File: config.mk
export PLATFORM = sky130hd
export DESIGN_NAME = drop_controller_flat
export DESIGN_NICKNAME = d
export VERILOG_FILES = /design/src/rtl/drop_controller_if.sv /design/src/rtl/drop_controller.sv /design/src/flat_wrapper.sv
export SDC_FILE = /design/constraint.sdc
export NUM_CORES = 1
export LEC_CHECK = 0
export CORE_ASPECT_RATIO = 2
export CORE_MARGIN = 2
export CORE_UTILIZATION = 35
export DETAILED_ROUTE_END_ITERATION = 8
export PLACE_DENSITY_LB_ADDON = 0.25
export RECOVER_POWER = 100
export SYNTH_ARGS = -nofsm -noshare
export SYNTH_HDL_FRONTEND = slang
export SYNTH_SLANG_ARGS = --single-unit
File: constraint.sdc
create_clock -name clk -period 4.34 [get_ports clk]
set_input_delay 1.302 -clock clk [delete_from_list [all_inputs] [get_ports clk]]
set_output_delay 1.302 -clock clk [all_outputs]
set_load 0.1 [all_outputs]
File: src/rtl/drop_controller_if.sv
// Bus between the column-select logic, the drop controller, the board RAM write port
// and the turn tracker. The master drives requests; the slave is the drop controller.
interface drop_controller_if;
  logic       drop_req;
  logic [2:0] drop_col;
  logic [1:0] player;
  logic       busy;
  logic       wr_en;
  logic [2:0] wr_col;
  logic [2:0] wr_row;
  logic [1:0] wr_data;
  logic       turn_advance;
  logic       reject;
  logic       board_full;

  modport master (
    output drop_req, drop_col, player,
    input  busy, wr_en, wr_col, wr_row, wr_data, turn_advance, reject, board_full
  );

  modport slave (
    input  drop_req, drop_col, player,
    output busy, wr_en, wr_col, wr_row, wr_data, turn_advance, reject, board_full
  );
endinterface

File: src/rtl/drop_controller.sv
// Connect-4 drop controller: validates a column drop against per-column fill heights,
// writes the piece through the board RAM write port and pulses turn_advance on landing.
// Optional falling-piece animation is enabled by defining DROP_ANIM_EN.
module drop_controller #(
  parameter int unsigned COLS       = 7,
  parameter int unsigned ROWS       = 6,
  parameter int unsigned ANIM_TICKS = 4
) (
  input logic              clk,
  input logic              reset,
  drop_controller_if.slave bus
);

  // Parameter sanity checks at elaboration.
  if (COLS < 1 || COLS > 8 || ROWS < 1 || ROWS > 7 || ANIM_TICKS < 1) begin : g_param_check
    $error("drop_controller: parameter out of range");
  end

  // CHECK is the first post-accept cycle; it carries the write (or reject) itself.
  typedef enum logic [2:0] {
    StIdle,
    StCheck,
    StAdvance,
    StFallSet,
    StFallWait,
    StFallClr
  } state_e;

  state_e      state_q, state_d;
  logic [2:0]  col_q, col_d;
  logic [1:0]  player_q, player_d;
  logic [2:0]  height_q [COLS];
  logic [2:0]  height_d [COLS];
  logic [2:0]  wr_col_q, wr_row_q;
  logic [1:0]  wr_data_q;

  logic        accept;
  logic        col_ok;
  logic [2:0]  cur_height;
  logic        drop_ok;
  logic        land;
  logic        wr_en;
  logic [2:0]  cur_row;
  logic [1:0]  cur_data;
  logic        full;

`ifdef DROP_ANIM_EN
  localparam int unsigned TickW = (ANIM_TICKS > 1) ? $clog2(ANIM_TICKS) : 1;
  logic [2:0]       row_q, row_d;
  logic [TickW-1:0] tick_q, tick_d;
  logic             wait_done;
  assign wait_done = (tick_q == TickW'(ANIM_TICKS - 1));
`endif

  assign accept = (state_q == StIdle) && bus.drop_req;
  assign col_ok = (32'(col_q) < COLS);

  // Height of the latched column; out-of-range columns read 0 but are rejected anyway.
  always_comb begin
    cur_height = '0;
    for (int c = 0; c < COLS; c++) begin
      if (col_q == 3'(c)) cur_height = height_q[c];
    end
  end

  assign drop_ok = col_ok && (cur_height != 3'(ROWS)) &&
                   ((player_q == 2'b01) || (player_q == 2'b10));

  // Board is full when every column has reached ROWS.
  always_comb begin
    full = 1'b1;
    for (int c = 0; c < COLS; c++) begin
      if (height_q[c] != 3'(ROWS)) full = 1'b0;
    end
  end

  // State register.
  always_ff @(posedge clk) begin
    if (reset) state_q <= StIdle;
    else       state_q <= state_d;
  end

  // Next-state logic.
  always_comb begin
    state_d = state_q;
    case (state_q)
      StIdle:    if (bus.drop_req) state_d = StCheck;
`ifdef DROP_ANIM_EN
      StCheck:   state_d = drop_ok ? StFallSet : StIdle;
      StFallSet: state_d = StFallWait;
      StFallWait: begin
        if (wait_done) state_d = (row_q > cur_height) ? StFallClr : StAdvance;
      end
      StFallClr: state_d = StFallSet;
`else
      StCheck:   state_d = drop_ok ? StAdvance : StIdle;
`endif
      StAdvance: state_d = StIdle;
      default:   state_d = StIdle;
    endcase
  end

  // Output decode.
  always_comb begin
    bus.busy         = (state_q != StIdle);
    bus.reject       = (state_q == StCheck) && !drop_ok;
    bus.turn_advance = (state_q == StAdvance);
`ifdef DROP_ANIM_EN
    wr_en    = (state_q == StFallSet) || (state_q == StFallClr);
    cur_row  = row_q;
    cur_data = (state_q == StFallClr) ? 2'b00 : player_q;
    land     = (state_q == StFallWait) && wait_done && (row_q == cur_height);
`else
    wr_en    = (state_q == StCheck) && drop_ok;
    cur_row  = cur_height;
    cur_data = player_q;
    land     = wr_en;
`endif
    bus.wr_en   = wr_en;
    // Address/data hold their last written values between strobes.
    bus.wr_col  = wr_en ? col_q    : wr_col_q;
    bus.wr_row  = wr_en ? cur_row  : wr_row_q;
    bus.wr_data = wr_en ? cur_data : wr_data_q;
    bus.board_full = full;
  end

  // Request latch and height update.
  always_comb begin
    col_d    = accept ? bus.drop_col : col_q;
    player_d = accept ? bus.player   : player_q;
    for (int c = 0; c < COLS; c++) begin
      height_d[c] = height_q[c];
      if (land && (col_q == 3'(c))) height_d[c] = height_q[c] + 3'd1;
    end
  end

  // Datapath registers; reset aborts any drop in flight.
  always_ff @(posedge clk) begin
    if (reset) begin
      col_q     <= '0;
      player_q  <= '0;
      wr_col_q  <= '0;
      wr_row_q  <= '0;
      wr_data_q <= '0;
      for (int c = 0; c < COLS; c++) height_q[c] <= '0;
    end else begin
      col_q    <= col_d;
      player_q <= player_d;
      for (int c = 0; c < COLS; c++) height_q[c] <= height_d[c];
      if (wr_en) begin
        wr_col_q  <= col_q;
        wr_row_q  <= cur_row;
        wr_data_q <= cur_data;
      end
    end
  end

`ifdef DROP_ANIM_EN
  // Falling row starts at the top and steps down after each clear; tick counts the hold.
  always_comb begin
    row_d  = row_q;
    tick_d = '0;
    case (state_q)
      StCheck:    row_d = 3'(ROWS - 1);
      StFallClr:  row_d = row_q - 3'd1;
      StFallWait: tick_d = tick_q + TickW'(1);
      default:    ;
    endcase
  end

  // Animation registers.
  always_ff @(posedge clk) begin
    if (reset) begin
      row_q  <= '0;
      tick_q <= '0;
    end else begin
      row_q  <= row_d;
      tick_q <= tick_d;
    end
  end
`endif

endmodule

File: src/flat_wrapper.sv
// flat-port wrapper written by rule: the top's interface ports become plain ports
module drop_controller_flat 
#(
  parameter int unsigned COLS       = 7,
  parameter int unsigned ROWS       = 6,
  parameter int unsigned ANIM_TICKS = 4
)
  (clk, reset, bus_drop_req, bus_drop_col, bus_player, bus_busy, bus_wr_en, bus_wr_col, bus_wr_row, bus_wr_data, bus_turn_advance, bus_reject, bus_board_full);
  drop_controller_if bus_i ();
  input logic clk;
  input logic reset;
  input wire logic [$bits(bus_i.drop_req)-1:0] bus_drop_req;
  input wire logic [$bits(bus_i.drop_col)-1:0] bus_drop_col;
  input wire logic [$bits(bus_i.player)-1:0] bus_player;
  output wire logic [$bits(bus_i.busy)-1:0] bus_busy;
  output wire logic [$bits(bus_i.wr_en)-1:0] bus_wr_en;
  output wire logic [$bits(bus_i.wr_col)-1:0] bus_wr_col;
  output wire logic [$bits(bus_i.wr_row)-1:0] bus_wr_row;
  output wire logic [$bits(bus_i.wr_data)-1:0] bus_wr_data;
  output wire logic [$bits(bus_i.turn_advance)-1:0] bus_turn_advance;
  output wire logic [$bits(bus_i.reject)-1:0] bus_reject;
  output wire logic [$bits(bus_i.board_full)-1:0] bus_board_full;
  assign bus_i.drop_req = bus_drop_req;
  assign bus_i.drop_col = bus_drop_col;
  assign bus_i.player = bus_player;
  assign bus_busy = bus_i.busy;
  assign bus_wr_en = bus_i.wr_en;
  assign bus_wr_col = bus_i.wr_col;
  assign bus_wr_row = bus_i.wr_row;
  assign bus_wr_data = bus_i.wr_data;
  assign bus_turn_advance = bus_i.turn_advance;
  assign bus_reject = bus_i.reject;
  assign bus_board_full = bus_i.board_full;
  drop_controller #(.COLS(COLS), .ROWS(ROWS), .ANIM_TICKS(ANIM_TICKS)) u_core (.clk(clk), .reset(reset), .bus(bus_i));
endmodule
# Word level (Yosys, flattened, before mapping)
# Memory sizes are Yosys's and may differ from the RTL's.
# Index checks and enable logic that the tools add are counted.
# word_totals
reg_bits	16
ram_bits	21
out_inout_bits	13
elab_cells	95
n_memories	1
# memory_table
name	words	word_bits	rd	rd_ports_with_merged_regs	wr	line	rtl
u_core.height_q	7	3	7	0	7	drop_controller.sv:32	logic [2:0] height_q [COLS];
# op_classes
addsub	7
magnitude_cmp	1
eq_ne	19
muxes	37
bitwise_logic	7
n_reduce_logical	17
# ops
operator	n
3-bit 2-to-1 mux	24
3-bit inequality test, second input constant	8
3-bit by 1-bit adder with 3-bit output, second input constant	7
1-bit logical AND	12
1-bit 2-to-1 mux	10
3-bit by 2-bit equality test with 1-bit output, second input constant	3
3-bit equality test, second input constant	3
1-bit bitwise OR	7
3-bit by 1-bit equality test with 1-bit output, second input constant	2
3-bit logical NOT	2
3-bit one-hot mux with 2 select lines	1
2-bit 2-to-1 mux	2
3-bit < comparator, second input constant	1
3-bit nonzero test	1
2-bit by 1-bit equality test with 1-bit output, second input constant	1
2-bit equality test, second input constant	1
2-bit inequality test, second input constant	1
1-bit logical NOT	1
1-bit logical OR	1

# Depth between registers and ports, before layout
# Gate-level depths: netlist of run 1.
# logic_depth
depth_word	15
ltp_mapped	8
ltp_nobuf	5

# Worst setup path after synthesis of run 1
# Ideal clock, no wire load.
# synth_timing
kind	register to output
startpoint	memory u_core.height_q[1][0], in the netlist u_core.height_q[0][3]
endpoint	output bus_board_full
t_arrival_ns	3.468
slack_ns	-0.430
stages_incl_launch_ff	5
cell_sequence	dfxtp_1 inv_1 ha_1 nand4_1 nor4_1
# synth_lines
item	line	rtl
start: declaration	drop_controller.sv:32	
end: declaration	flat_wrapper.sv:22	output wire logic [$bits(bus_i.board_full)-1:0] bus_board_full;

# Worst setup path in the final report of run 1
# layout_timing
startpoint	register u_core.col_q[0]
endpoint	output bus_reject
# layout_between
elab_chain_cells	13
word_cells_on_any_way	20
classes_between	order compare: 1; eq/ne: 7; mux: 7; reduce/logical: 5
# layout_rtl
item	line	rtl
start: declaration	drop_controller.sv:30	logic [2:0] col_q, col_d;
start signal: assignment	drop_controller.sv:147	col_q <= col_d;
3-bit logical NOT	drop_controller.sv:62	if (col_q == 3'(c)) cur_height = height_q[c];
3-bit 2-to-1 mux (7 in a row)	drop_controller.sv:62	
3-bit inequality test	drop_controller.sv:66	assign drop_ok = col_ok && (cur_height != 3'(ROWS)) &&
1-bit logical AND (*) (2 in a row)	drop_controller.sv:66	
1-bit logical NOT (*)	drop_controller.sv:106	bus.reject = (state_q == StCheck) && !drop_ok;
1-bit logical AND (*)	drop_controller.sv:106	
end: declaration	flat_wrapper.sv:21	output wire logic [$bits(bus_i.reject)-1:0] bus_reject;
# Mark *: on every way between the ends. The rest lies on a longest branch, timed or not.

==> results of run 1 <==
[critical path: stages (launching register included)]
cell and delay [ns]:
dfxtp_1 0.73, mux2i_1 0.26, o211ai_1 0.16, a211oi_4 0.32, clkbuf_2 0.36, nand2_1 0.10, a21oi_1 0.29, buf_12 0.22
[power groups by stage]
stage / Sequential, mW / Combinational [mW] / Clock (mW)
final: 0.348 / 0.128 / 0.402
after global routing: 0.350 / 0.137 / 0.423
after CTS: 0.348 / 0.136 / 0.410
after detailed placement: 0.355 / 0.135 / 0
after global placement: 0.355 / 0.134 / 0
after floorplan: 0.347 / 0.105 / 0
[state kept, by name, summed over array words and instances, names as in the netlist]
| signal | flops |
|---|---|
| u_core.wr_col_q | 3 |
| u_core.height_q | 21 |
| u_core.col_q | 3 |
| u_core.state_q | 2 |
| u_core.cur_data | 2 |
| u_core.wr_data_q | 2 |
| u_core.wr_row_q | 3 |
[worst max-delay path by stage]
stage / depth (start not counted) / slack (ns) / end
4_1_cts: 7 / 0.37 / bus_wr_data[1]
5_1_grt: 7 / 0.15 / bus_reject
2_1_floorplan: 7 / -0.40 / bus_wr_data[1]
3_3_place_gp: 7 / 0.73 / bus_wr_data[1]
6_report: 7 / 0.31 / bus_reject
3_5_place_dp: 7 / 0.69 / bus_wr_data[1]
[area by class of cell]
cell class / count / area (um^2)
clock buffer: 6 / 129
clock inverter: 2 / 35.0
fill: 669 / 3720
inverter: 13 / 48.8
multi-input combinational: 189 / 1420
sequential: 36 / 721
tap: 88 / 110
timing repair buffer: 27 / 325
[through the flow]
stage               utilization  TNS (ns)  total power [mW]
finish                    0.429         0             0.878
global route              0.429         0             0.909
CTS                       0.438         0             0.893
detailed placement        0.413         0             0.490
global placement          0.413         0             0.489
floorplan                     -    -0.864             0.452
[routing by layer]
layer | share of wire | vias up | global-route usage
li1 | - | 923 | -
met1 | 0.44 | 852 | 0.196
met2 | 0.51 | 25 | 0.232
met3 | 0.028 | 6 | 0.0261
met4 | 0.019 | 0 | 0.0505
met5 | 0 | - | 0
[cell families after synthesis]
family | share of synthesized area
compound gates | 0.123
xor+xnor | 0.00377
fa+ha+maj | 0.0753
buf+inv | 0.0710
flops | 0.310
mux | 0.212
simple gates | 0.204
[cell usage in the layout (no fill, tap or decap), types with 2 or more instances in the layout]
cell type         n
nor2_1           39
dfxtp_1          36
mux2i_1          19
mux2_2           16
nor2b_1          15
ha_1             14
inv_1            13
nand2_1          12
a21oi_1          10
mux2_1            9
buf_12            9
nand4_1           7
clkdlybuf4s50_1   6
a21o_1            5
clkbuf_16         5
buf_4             5
nand3b_1          4
nand4b_1          4
nand3_1           4
a2111oi_0         3
a31o_2            3
clkbuf_1          3
dlygate4sd3_1     3
o21ai_0           2
nor3_1            2
nand2b_1          2
or2_2             2
clkbuf_2          2
==> results.cfg, run 1 <==
[logic_synthesis]
ys_top_cells_by_area = dfxtp_1 31%, mux2i_1 8.2%, mux2_2 7.7%
synthFlopType = dfxtp_1
postSynthAreaPerCell_um2 = 9.02
synthCells = 258
synth_seq_cells = 36
synth_most_common_cell = nor2_1
yosysWarnings = 0
syn_area_um2 = 2330
synth_nets = 280
netlist.area_leader.share = 0.310
ys_async_sr_fraction = 0
synth.largest_area_cell = dfxtp_1
synth_seq_area_share = 0.310
synth_edf_count = 0
ys_types = 44
synth_top_cells_by_count = 39 x nor2_1, 36 x dfxtp_1, 19 x mux2i_1

[timing]
setup_viol = 0
fin_worst_skew_ns = 0.00535
worst_hold_slack_ns = 0.456
slew_violations = 0
period_share = 0.928
setup_slack_ns = 0.311
hold_viol_final = 0
rsz0062_at_grt = no
tightest_slew_ns = 1.28
period_needed_ns = 4.03
fmax_mhz = 248
timing.slew.headroom = 0.145

[run_status]
status = completed

[layout]
design_area_um2 = 2790
fin_nets = 294
drive_gt1_frac = 0.183
fin_cells = 361
num_antenna_cells = 0
area.growth.synth_to_final_pct = 20.1

[worst_setup_path]
worstPathArrival_ns = 2.73
critPathLaunch = u_core.col_q[0]
r2r_end = u_core.height_q[1][1]
cp_data_required_time_ns = 3.04
cp_max_fo = 19
startpoint_type = register
reg2regPathDepth = 6
r2r-start = u_core.col_q[0]
reg2reg_slack_ns = 1.86
worstSetupPathType = reg -> out
cp-end-kind = primary output

[clock_network]
htreeDepth = 2
root_buffer = clkbuf_16
clock_sinks = 36
cts_tree = done
post-cts-setup-buffer-count = 0
numCtsBuffers = 5
clock_path_buffers = 2
insertion_delay_ns = 0.28
cts.repair.resized = 0
ctsHoldBuffers = 0
clkTransAtPathRegs_ns = 0.06

[power_and_ir_drop]
power_density_nw_per_um2 = 314
p_leak_nw = 1.12
seqPwrFrac = 0.396
internal_power_uw = 652
combPwrFrac = 0.145
swShare = 0.257
power.share.clock = 0.458
ir_drop_mv = 0.229
power_switching_uw = 226

[detailed_routing]
postRouteAntennaNets = 0
num_vias = 1806
routed_wl_um = 4910
dr.pass1.iters = 4
vias_per_cell = 5.00
wl_per_cell_um = 13.6
drtIter0Drc = 65
drc_errors = 0

[floorplanning]
die-height_um = 119
fp-row-count = 42
die-width_um = 61.6
dieArea_um2 = 7350
core-area_um2 = 6520
io_pins = 21
start_util = 0.357

[placed_design]
dp_slack_ns = 0.686
placed_area_um2 = 2690
dp.cells = 353
hpwl_um = 3660
place_congestion = 0.846
io_buffers = 20

[global_routing]
grt_max_degree = 28
grt_overflow = 0
antenna_found_initial = 0
grt_first_pass_wirelength_um = 8220
grtUsageTotal = 0.147
grt_pass1_vias = 1760

[hold_path]
worstHoldStart = u_core.wr_col_q[1]
min_path_cells = 2
hold_class = reg -> reg
min_to = u_core.wr_col_q[1]

[flow_run]
maxCapViolations = 0
Power figures use the tool's default switching activity.
==> run 2: changes to the inputs <==
Settings changed: SLEW_MARGIN set to 20.
==> results of run 2 <==
The final DEF is identical to that of run 1; final timing and power are the same.
